`src/rtl/mux_sel_rr_arbiter_pkg.sv`:
```
// rtl/mux_sel_rr_arbiter_pkg.sv - shared constants, state type and helpers for the mux select arbiter
package mux_sel_rr_arbiter_pkg;

    localparam int N_REQ = 4;
    localparam int SEL_W = 2;

    typedef enum logic {
        ST_IDLE  = 1'b0,
        ST_GRANT = 1'b1
    } state_t;

    function automatic logic [N_REQ-1:0] onehot(input logic [SEL_W-1:0] idx);
        logic [N_REQ-1:0] vec;
        vec      = '0;
        vec[idx] = 1'b1;
        return vec;
    endfunction

endpackage

```
`src/rtl/mux_sel_rr_arbiter_if.sv`:
```
// rtl/mux_sel_rr_arbiter_if.sv - request/grant bundle between requesters and the arbiter
interface mux_sel_rr_arbiter_if;
    import mux_sel_rr_arbiter_pkg::*;

    logic             enable_i;
    logic [N_REQ-1:0] req_i;
    logic             release_i;
    logic [N_REQ-1:0] grant_o;
    logic [SEL_W-1:0] select_o;
    logic             busy_o;
    logic             timeout_o;

    modport master (
        output enable_i, req_i, release_i,
        input  grant_o, select_o, busy_o, timeout_o
    );

    modport slave (
        input  enable_i, req_i, release_i,
        output grant_o, select_o, busy_o, timeout_o
    );

endinterface

```
`src/rtl/mux_sel_rr_arbiter_rr_pick4.sv`:
```
// rtl/mux_sel_rr_arbiter_rr_pick4.sv - combinational rotating-priority picker over four requests
module rr_pick4
    import mux_sel_rr_arbiter_pkg::*;
(
    input  logic [N_REQ-1:0] req,
    input  logic [SEL_W-1:0] ptr,
    output logic             valid,
    output logic [SEL_W-1:0] idx
);

    logic [SEL_W-1:0] cand;

    // Scan from farthest to nearest so the request closest to ptr wins.
    always_comb begin
        valid = 1'b0;
        idx   = ptr;
        cand  = ptr;
        for (int k = N_REQ - 1; k >= 0; k--) begin
            cand = ptr + SEL_W'(k);
            if (req[cand]) begin
                valid = 1'b1;
                idx   = cand;
            end
        end
    end

endmodule

```
`src/rtl/mux_sel_rr_arbiter.sv`:
```
// rtl/mux_sel_rr_arbiter.sv - round-robin owner selection for a shared 4:1 data mux
module mux_sel_rr_arbiter
    import mux_sel_rr_arbiter_pkg::*;
#(
    parameter int MAX_HOLD = 8,
    parameter int CNT_W    = 4
) (
    input  logic                 clk_i,
    input  logic                 rst_i,
    mux_sel_rr_arbiter_if.slave  bus
);

    localparam bit               HAS_LIMIT = (MAX_HOLD != 0);
    localparam logic [CNT_W-1:0] HOLD_SAT  = '1;
    localparam logic [CNT_W-1:0] HOLD_LAST = CNT_W'(MAX_HOLD - 1);

    state_t           state_q, state_d;
    logic [SEL_W-1:0] ptr_q, ptr_d;
    logic [CNT_W-1:0] hold_q, hold_d;
    logic [N_REQ-1:0] grant_q, grant_d;
    logic [SEL_W-1:0] sel_q, sel_d;
    logic             busy_q, busy_d;
    logic             to_q, to_d;

    logic             end_ok;
    logic             end_to;
    logic [N_REQ-1:0] pick_req;
    logic [SEL_W-1:0] pick_ptr;
    logic             pick_valid;
    logic [SEL_W-1:0] pick_idx;

    // A dropped request ends the grant just like an explicit release; the timeout only fires otherwise.
    always_comb begin
        end_ok = bus.release_i | ~bus.req_i[sel_q];
        end_to = HAS_LIMIT && (hold_q == HOLD_LAST) && !end_ok;
    end

    // Feed the single picker: from ptr when idle, from owner+1 at a handover, excluding a released owner.
    always_comb begin
        pick_ptr = ptr_q;
        pick_req = bus.enable_i ? bus.req_i : '0;
        if (state_q == ST_GRANT) begin
            pick_ptr = sel_q + SEL_W'(1);
            if (end_ok) begin
                pick_req = pick_req & ~onehot(sel_q);
            end
        end
    end

    rr_pick4 u_pick (
        .req   (pick_req),
        .ptr   (pick_ptr),
        .valid (pick_valid),
        .idx   (pick_idx)
    );

    // Next-state and next-output logic for the IDLE/GRANT machine.
    always_comb begin
        state_d = state_q;
        ptr_d   = ptr_q;
        hold_d  = hold_q;
        grant_d = grant_q;
        sel_d   = sel_q;
        busy_d  = busy_q;
        to_d    = 1'b0;
        case (state_q)
            ST_IDLE: begin
                if (pick_valid) begin
                    state_d = ST_GRANT;
                    grant_d = onehot(pick_idx);
                    sel_d   = pick_idx;
                    hold_d  = '0;
                    busy_d  = 1'b1;
                end
            end
            ST_GRANT: begin
                if (end_ok || end_to) begin
                    ptr_d = sel_q + SEL_W'(1);
                    to_d  = end_to;
                    if (pick_valid) begin
                        grant_d = onehot(pick_idx);
                        sel_d   = pick_idx;
                        hold_d  = '0;
                    end else begin
                        state_d = ST_IDLE;
                        grant_d = '0;
                        busy_d  = 1'b0;
                    end
                end else if (hold_q != HOLD_SAT) begin
                    hold_d = hold_q + CNT_W'(1);
                end
            end
            default: begin
                state_d = ST_IDLE;
                grant_d = '0;
                busy_d  = 1'b0;
            end
        endcase
    end

    // State and registered outputs; reset drops any grant immediately.
    always_ff @(posedge clk_i or posedge rst_i) begin
        if (rst_i) begin
            state_q <= ST_IDLE;
            ptr_q   <= '0;
            hold_q  <= '0;
            grant_q <= '0;
            sel_q   <= '0;
            busy_q  <= 1'b0;
            to_q    <= 1'b0;
        end else begin
            state_q <= state_d;
            ptr_q   <= ptr_d;
            hold_q  <= hold_d;
            grant_q <= grant_d;
            sel_q   <= sel_d;
            busy_q  <= busy_d;
            to_q    <= to_d;
        end
    end

    assign bus.grant_o   = grant_q;
    assign bus.select_o  = sel_q;
    assign bus.busy_o    = busy_q;
    assign bus.timeout_o = to_q;

endmodule

```
`src/flat_wrapper.sv`:
```
// flat-port wrapper written by rule: the top's interface ports become plain ports
module mux_sel_rr_arbiter_flat import mux_sel_rr_arbiter_pkg::*;
#(
    parameter int MAX_HOLD = 8,
    parameter int CNT_W    = 4
)
  (clk_i, rst_i, bus_enable_i, bus_req_i, bus_release_i, bus_grant_o, bus_select_o, bus_busy_o, bus_timeout_o);
  mux_sel_rr_arbiter_if bus_i ();
  input  logic clk_i;
  input  logic rst_i;
  input wire logic [$bits(bus_i.enable_i)-1:0] bus_enable_i;
  input wire logic [$bits(bus_i.req_i)-1:0] bus_req_i;
  input wire logic [$bits(bus_i.release_i)-1:0] bus_release_i;
  output wire logic [$bits(bus_i.grant_o)-1:0] bus_grant_o;
  output wire logic [$bits(bus_i.select_o)-1:0] bus_select_o;
  output wire logic [$bits(bus_i.busy_o)-1:0] bus_busy_o;
  output wire logic [$bits(bus_i.timeout_o)-1:0] bus_timeout_o;
  assign bus_i.enable_i = bus_enable_i;
  assign bus_i.req_i = bus_req_i;
  assign bus_i.release_i = bus_release_i;
  assign bus_grant_o = bus_i.grant_o;
  assign bus_select_o = bus_i.select_o;
  assign bus_busy_o = bus_i.busy_o;
  assign bus_timeout_o = bus_i.timeout_o;
  mux_sel_rr_arbiter #(.MAX_HOLD(MAX_HOLD), .CNT_W(CNT_W)) u_core (.clk_i(clk_i), .rst_i(rst_i), .bus(bus_i));
endmodule
```
`config.mk`:
```
export PLATFORM = sky130hd
export DESIGN_NAME = mux_sel_rr_arbiter_flat
export DESIGN_NICKNAME = d
export VERILOG_FILES = /design/src/rtl/mux_sel_rr_arbiter_pkg.sv /design/src/rtl/mux_sel_rr_arbiter_if.sv /design/src/rtl/mux_sel_rr_arbiter_rr_pick4.sv /design/src/rtl/mux_sel_rr_arbiter.sv /design/src/flat_wrapper.sv
export SDC_FILE = /design/constraint.sdc
export NUM_CORES = 1
export LEC_CHECK = 0
export BUFFER_PORTS_ARGS = -buffer_cell sky130_fd_sc_hd__buf_4
export CELL_PAD_IN_SITES_DETAIL_PLACEMENT = 0
export CELL_PAD_IN_SITES_GLOBAL_PLACEMENT = 1
export CORE_MARGIN = 10
export CORE_UTILIZATION = 42
export DETAILED_ROUTE_END_ITERATION = 8
export PLACE_DENSITY = 0.76
export SLEW_MARGIN = 20
export SYNTH_ARGS = -nofsm -noshare
export SYNTH_HDL_FRONTEND = slang
export SYNTH_HIERARCHICAL = 1
export SYNTH_SLANG_ARGS = --single-unit
```
`constraint.sdc`:
```
create_clock -name clk_i -period 3.2 [get_ports clk_i]
set_clock_uncertainty 0.05 [all_clocks]
set_input_delay 0.48 -clock clk_i [delete_from_list [all_inputs] [get_ports clk_i]]
set_output_delay 0.48 -clock clk_i [all_outputs]
set_load 0.02 [all_outputs]
```
Yosys cells after proc, flatten, opt, wreduce, memory -nomap -nowiden. Index checks and enable logic that the tools add are counted.

Equality and inequality tests: 6. Reduce and logical (&&, ||, !) cells: 8. Muxes and demuxes: 46. Magnitude comparators: 8. $add $sub $neg: 5. Bitwise operators: 5.

Operator list (number): 2-to-1 mux 4 bit (9); < comparator 2 x 3 -> 1 bit (second input constant) (6); 2-to-1 mux 1 bit (18); one-hot mux 4 bit (2 select lines) (2); 2-to-1 mux 2 bit (7); binary-select mux 1 bit (select 2 bit) (5); adder 2 x 1 -> 2 bit (second input constant) (2); adder 2 bit (second input constant) (2); adder 4 x 1 -> 4 bit (second input constant) (1); bitwise AND 4 bit (1); demux 1 bit (select 2 bit) (2); equality test 4 x 3 -> 1 bit (second input constant) (1); >= comparator 2 x 1 -> 1 bit (second input constant) (2); inequality test 2 bit (second input constant) (2); inequality test 4 bit (second input constant) (1); inverter 4 bit (1); one-hot mux 1 bit (2 select lines) (2); one-hot mux 2 bit (2 select lines) (1); AND reduction 2 bit (2); logical AND 1 bit (3); inequality test 3 bit (second input constant) (1); AND reduction 3 bit (1); inequality test 2 x 1 -> 1 bit (second input constant) (1); inverter 1 bit (2); 3 further kinds (3).

Register bits: 15. Output and inout port bits: 8.

Depth between registers and ports, before layout.
Depth after elaboration: 21. Depth in mapped cells: 9. Gate-level depth less buffers: 9.

Hierarchy. The synthesis kept the hierarchy.

By module, submodules not included: mux_sel_rr_arbiter (area each 882.1 um2, cells an instance 83, sequential area each 375.4 um2, times used 1); rr_pick4 (area each 100.1 um2, cells an instance 16, sequential area each 0.0 um2, times used 1).

Least setup slack after synthesis. OpenSTA, ideal clock, no wires.

Path type: reg2reg. Start: reg u_core.sel_q[1] (netlist: u_core/bus.select_o[1]). End: reg u_core.grant_q[0] (netlist: u_core/bus.grant_o[0]). Path buffers: 0. Path slack: 607 ps. Setup time: 122 ps. Data required time: 3028 ps. Data arrival time: 2422 ps. Stages on the path, launching flop included: 10. Cell sequence: dfrtp_1 mux2_4 a22oi_1 and2_1 a21oi_1 and2b_2 or4_1 nand2_1 inv_1 a32o_1.

Longest elaborated chain between the ends: 21. Elaborated cells between the ends (all ways): 49. Those cells by class: add/sub (4); order compare (4); eq/ne (2); mux (29); bitwise (4); reduce/logical (6).

Ends and longest elaborated chain: start, declared (RTL line mux_sel_rr_arbiter.sv:21) `logic [SEL_W-1:0] sel_q, sel_d;`; start signal, assigned (RTL line mux_sel_rr_arbiter.sv:116) `sel_q <= sel_d;`; < comparator 2 x 3 -> 1 bit (not written as such) or >= comparator 2 x 1 -> 1 bit (tied branches) (RTL line mux_sel_rr_arbiter_pkg.sv:15) `vec[idx] = 1'b1;`; logical AND 1 bit (not written as such) (RTL line mux_sel_rr_arbiter_pkg.sv:15); 2-to-1 mux 1 bit (not written as such) (RTL line mux_sel_rr_arbiter_pkg.sv:15); demux 1 bit (select 2 bit); inverter 4 bit (RTL line mux_sel_rr_arbiter.sv:45) `pick_req = pick_req & ~onehot(sel_q);`; bitwise AND 4 bit (RTL line mux_sel_rr_arbiter.sv:45); 2-to-1 mux 4 bit (*) (RTL line mux_sel_rr_arbiter.sv:44) `if (end_ok) begin`; 2-to-1 mux 4 bit (*) (RTL line mux_sel_rr_arbiter.sv:42) `if (state_q == ST_GRANT) begin`; via u_core.pick_req[0] (RTL line mux_sel_rr_arbiter.sv:27) `logic [N_REQ-1:0] pick_req;`; [6 not listed]; via u_core.pick_idx[1] (RTL line mux_sel_rr_arbiter.sv:30) `logic [SEL_W-1:0] pick_idx;`; < comparator 2 x 3 -> 1 bit (not written as such) or >= comparator 2 x 1 -> 1 bit (tied branches) (RTL line mux_sel_rr_arbiter_pkg.sv:15); logical AND 1 bit (not written as such) (RTL line mux_sel_rr_arbiter_pkg.sv:15); 2-to-1 mux 1 bit (not written as such) (RTL line mux_sel_rr_arbiter_pkg.sv:15); demux 1 bit (select 2 bit) (*); 2-to-1 mux 4 bit (RTL line mux_sel_rr_arbiter.sv:80) `if (pick_valid) begin`; 2-to-1 mux 4 bit (RTL line mux_sel_rr_arbiter.sv:77) `if (end_ok || end_to) begin`; one-hot mux 4 bit (2 select lines) (*) (RTL line mux_sel_rr_arbiter.sv:66) `case (state_q)`; end signal, assigned (RTL line mux_sel_rr_arbiter.sv:115) `grant_q <= grant_d;`; end, declared (RTL line mux_sel_rr_arbiter.sv:20) `logic [N_REQ-1:0] grant_q, grant_d;`.

The timed path passes the listed nets; every way through them passes the cells marked *. The select of a mux whose other input is x is not followed. A chain may end at the register's enable or synchronous reset.

Worst setup path in the final report.
Start: reg u_core.sel_q[1] (netlist: u_core/bus.select_o[1]). End: reg u_core.grant_q[1] (netlist: u_core/bus.grant_o[1]).

The elaborated chain is that of the path after synthesis.

==> summary.md <==
| Metric | Value |
|---|---|
| Status | `complete, no violations` |
| Max Freq | `0.369 GHz` |
| FF+latch area | `375 um2` |
| Layout filler cell count | `205` |
| Fin crit period | `2.71 ns` |
| Clk sinks | `15` |
| Clock Path Buffers | `2` |
| Antenna cells | `0` |
| Most frequent cells after synthesis | `15 x dfrtp_1, 10 x inv_1, 9 x a21oi_1, 7 x nand2_1, 7 x nor2_1` |
| FP Rows | `17` |
| TritonCTS clock tree | `yes` |
| Post-Layout Cell Count | `145` |
| Tightest Hold Check Type | `in2async` |
| Peak supply drop | `0.440 mV` |
| Top cells by area, synth | `dfrtp_1 38%, ha_1 6.4%, a21oi_1 4.6%, a32o_1 4.1%, inv_1 3.8%` |
| Critical Path RT | `3.33 ns` |
| Yosys warnings | `6` |
| Lkg Pwr | `0.556 nW` |
| Die height | `68.4 um` |
| Final Cell Area | `0.00115 mm2` |
| Met2 WL | `921 um` |
| CTS buffer count | `3` |
| Area leader, netlist | `dfrtp_1` |
| Synth-to-layout area growth | `17.1%` |
| First-pass GRT wire length | `3450 um` |
| DP HPWL | `1660 um` |
| Core area | `0.00221 mm2` |
| DRT Wirelength | `2080 um` |
| GP Congestion | `0.773` |
| 1st-iter DRT viols | `56` |
| DR pass1 iterations | `4` |
| CP Class | `reg2reg` |
| EDFF count, synth | `0` |
| WL met3 | `134 um` |
| Drt via density | `5.43` |
| Cts hold-fix bufs | `0` |
| Nature of the critical path endpoint | `register` |
| Layout cells sized above 1 | `26.5%` |
| Area share of the largest cell type after synthesis | `38.2%` |
| Pwr/cell area | `885 mW/mm2` |
| Initial antenna violation count | `0` |
| R2R setup slack | `0.49 ns` |
| Final slew viol count | `0` |
| Final core utilization | `52.0%` |
| Setup TNS | `0 ns` |
| Gr ovfl total | `0` |
| Worst rel slew slack | `62.2%` |
| Max-cap violations | `0` |
| DR WL/cell | `14.4 um` |
| Starting density of the core | `44.4%` |
| Routed vias | `788` |
| Antenna Nets Post-Route | `0` |
| Mapped Cells | `99` |
| Largest net degree at the start of global routing | `16` |
| I/O Buffers | `15` |
| Slew of the pin with the lowest slew margin | `0.566 ns` |
| FF+latch count, synth | `15` |
| Clk slew on worst S/H paths | `0.09 ns` |
| RSZ-0062 raised after global routing | `false` |
| M1 wire length | `1030 um` |
| Placed cells | `141` |
| Register area share after synthesis | `38.2%` |
| Max layer used | `met3` |
| Final setup viols | `0` |
| Synthesized area | `982 um2` |
| Cell variety after synth | `37` |
| Vias in the first global route | `738` |
| Worst r2r path cells | `9` |
| Post-CTS Resized | `0` |
| Syn nets | `112` |
| Worst Setup Start Kind | `register` |
| Skew-Pair Late Insertion Delay | `0.28 ns` |
| Top-count cell post-synth | `dfrtp_1` |
| H-tree depth | `1` |
| Crit path DAT | `2.84 ns` |
| Final hold vios | `0` |
| Placed Area | `0.00112 mm2` |
| RR Endpoint | `u_core/bus.grant_o[1]` |
| # DRC | `0` |
| Total GRT Usage | `9.49%` |
| Post CTS Setup Buffer Count | `0` |
| Worst r2r src | `u_core/bus.select_o[1]` |
| Worst Path Max Fanout | `6` |
| Final net count | `131` |
| Multi-input gate area | `562 um2` |
| Post-Syn Area per Cell | `9.92 um2` |
| CTS root buffer | `clkbuf_4` |
| Die area | `0.00467 mm2` |
| Ports | `16` |
| Tcrit/Tclk final | `84.7%` |
| Most common flop cell mapped by yosys | `dfrtp_1` |
| Die X | `68.4 um` |
| Synth async-reset ratio | `100%` |
## worst max path at each step
stage | to | cells past startpoint | slack, ns | startpoint
4_1_cts | u_core/bus.grant_o[1] | 9 | 0.49 | u_core/bus.select_o[1]
3_3_place_gp | u_core/bus.grant_o[1] | 10 | 0.50 | bus_req_i[1]
6_report | u_core/bus.grant_o[1] | 9 | 0.49 | u_core/bus.select_o[1]
3_5_place_dp | u_core/bus.grant_o[1] | 10 | 0.44 | bus_req_i[1]
5_1_grt | u_core/bus.grant_o[1] | 9 | 0.29 | u_core/bus.select_o[1]
2_1_floorplan | u_core/bus.grant_o[0] | 9 | 0.61 | u_core/bus.select_o[1]
## layout by cell type (no fill, tap or decap), types with 2 or more instances in the layout
master and instances:
a32o_1 4, o21ai_0 4, nand2_1 7, and3b_1 2
or3_1 2, mux2i_1 3, ha_1 5, buf_4 15
nand3_1 2, mux2_4 2, and2b_2 2, mux2_2 3
clkbuf_4 3, a21oi_1 9, dfrtp_1 15, inv_1 10
nor2_1 7
## metrics by stage
stage | hold slack [ns] | power, W | setup WS [ns]
floorplan | 0.331 | 0.000761 | 0.607
global placement | 0.438 | 0.000911 | 0.496
detailed placement | 0.437 | 0.000915 | 0.445
CTS | 0.205 | 0.00102 | 0.489
global route | 0.223 | 0.00111 | 0.286
finish | 0.194 | 0.00102 | 0.490
## critical path, stage by stage (launching register included)
cell and delay (ns):
dfrtp_1 0.48, mux2_4 0.35, a22oi_1 0.22, and2_1 0.22, a21oi_1 0.15, and2b_2 0.22, or4_1 0.50, nand2_1 0.12
inv_1 0.08, a32o_1 0.21
## report_power, final
group | total [W] | internal, W | switching, W
Sequential | 0.000329 | 0.000257 | 0.0000728
Combinational | 0.000582 | 0.000273 | 0.000309
Clock | 0.000106 | 0.0000464 | 0.0000594
Total | 0.00102 | 0.000576 | 0.000442
## routing by layer
metal  GRT usage, %  vias up
met5              0        -
met4           1.51        0
met2           13.4       15
li1               -      395
met1           12.9      378
met3           4.73        0
## logic make-up after synthesis
family / synth area share (%)
AOI/OAI and AO/OA: 24.0
muxes: 9.55
DFF: 38.2
adders and majority gates: 6.37
buffers and inverters: 4.59
and+or+nand+nor: 17.3
## layout make-up
| cell class | instances | share of cell area, % |
|---|---|---|
| clock inverters | 1 | 0.435 |
| flip-flops and latches | 15 | 32.6 |
| clock buffers | 3 | 1.96 |
| multi-input cells | 73 | 48.9 |
| inverters | 10 | 3.26 |
| repair buffers | 15 | 9.79 |
| well taps | 28 | 3.05 |
## registers in the layout, indices dropped and copies added, names as in the netlist
signal                flops
u_core/bus.grant_o        4
u_core/hold_q             4
u_core/state_q            1
u_core/ptr_q              2
u_core/bus.busy_o         1
u_core/bus.select_o       2
u_core/bus.timeout_o      1
Note: power is estimated with default switching activity, not from simulation.
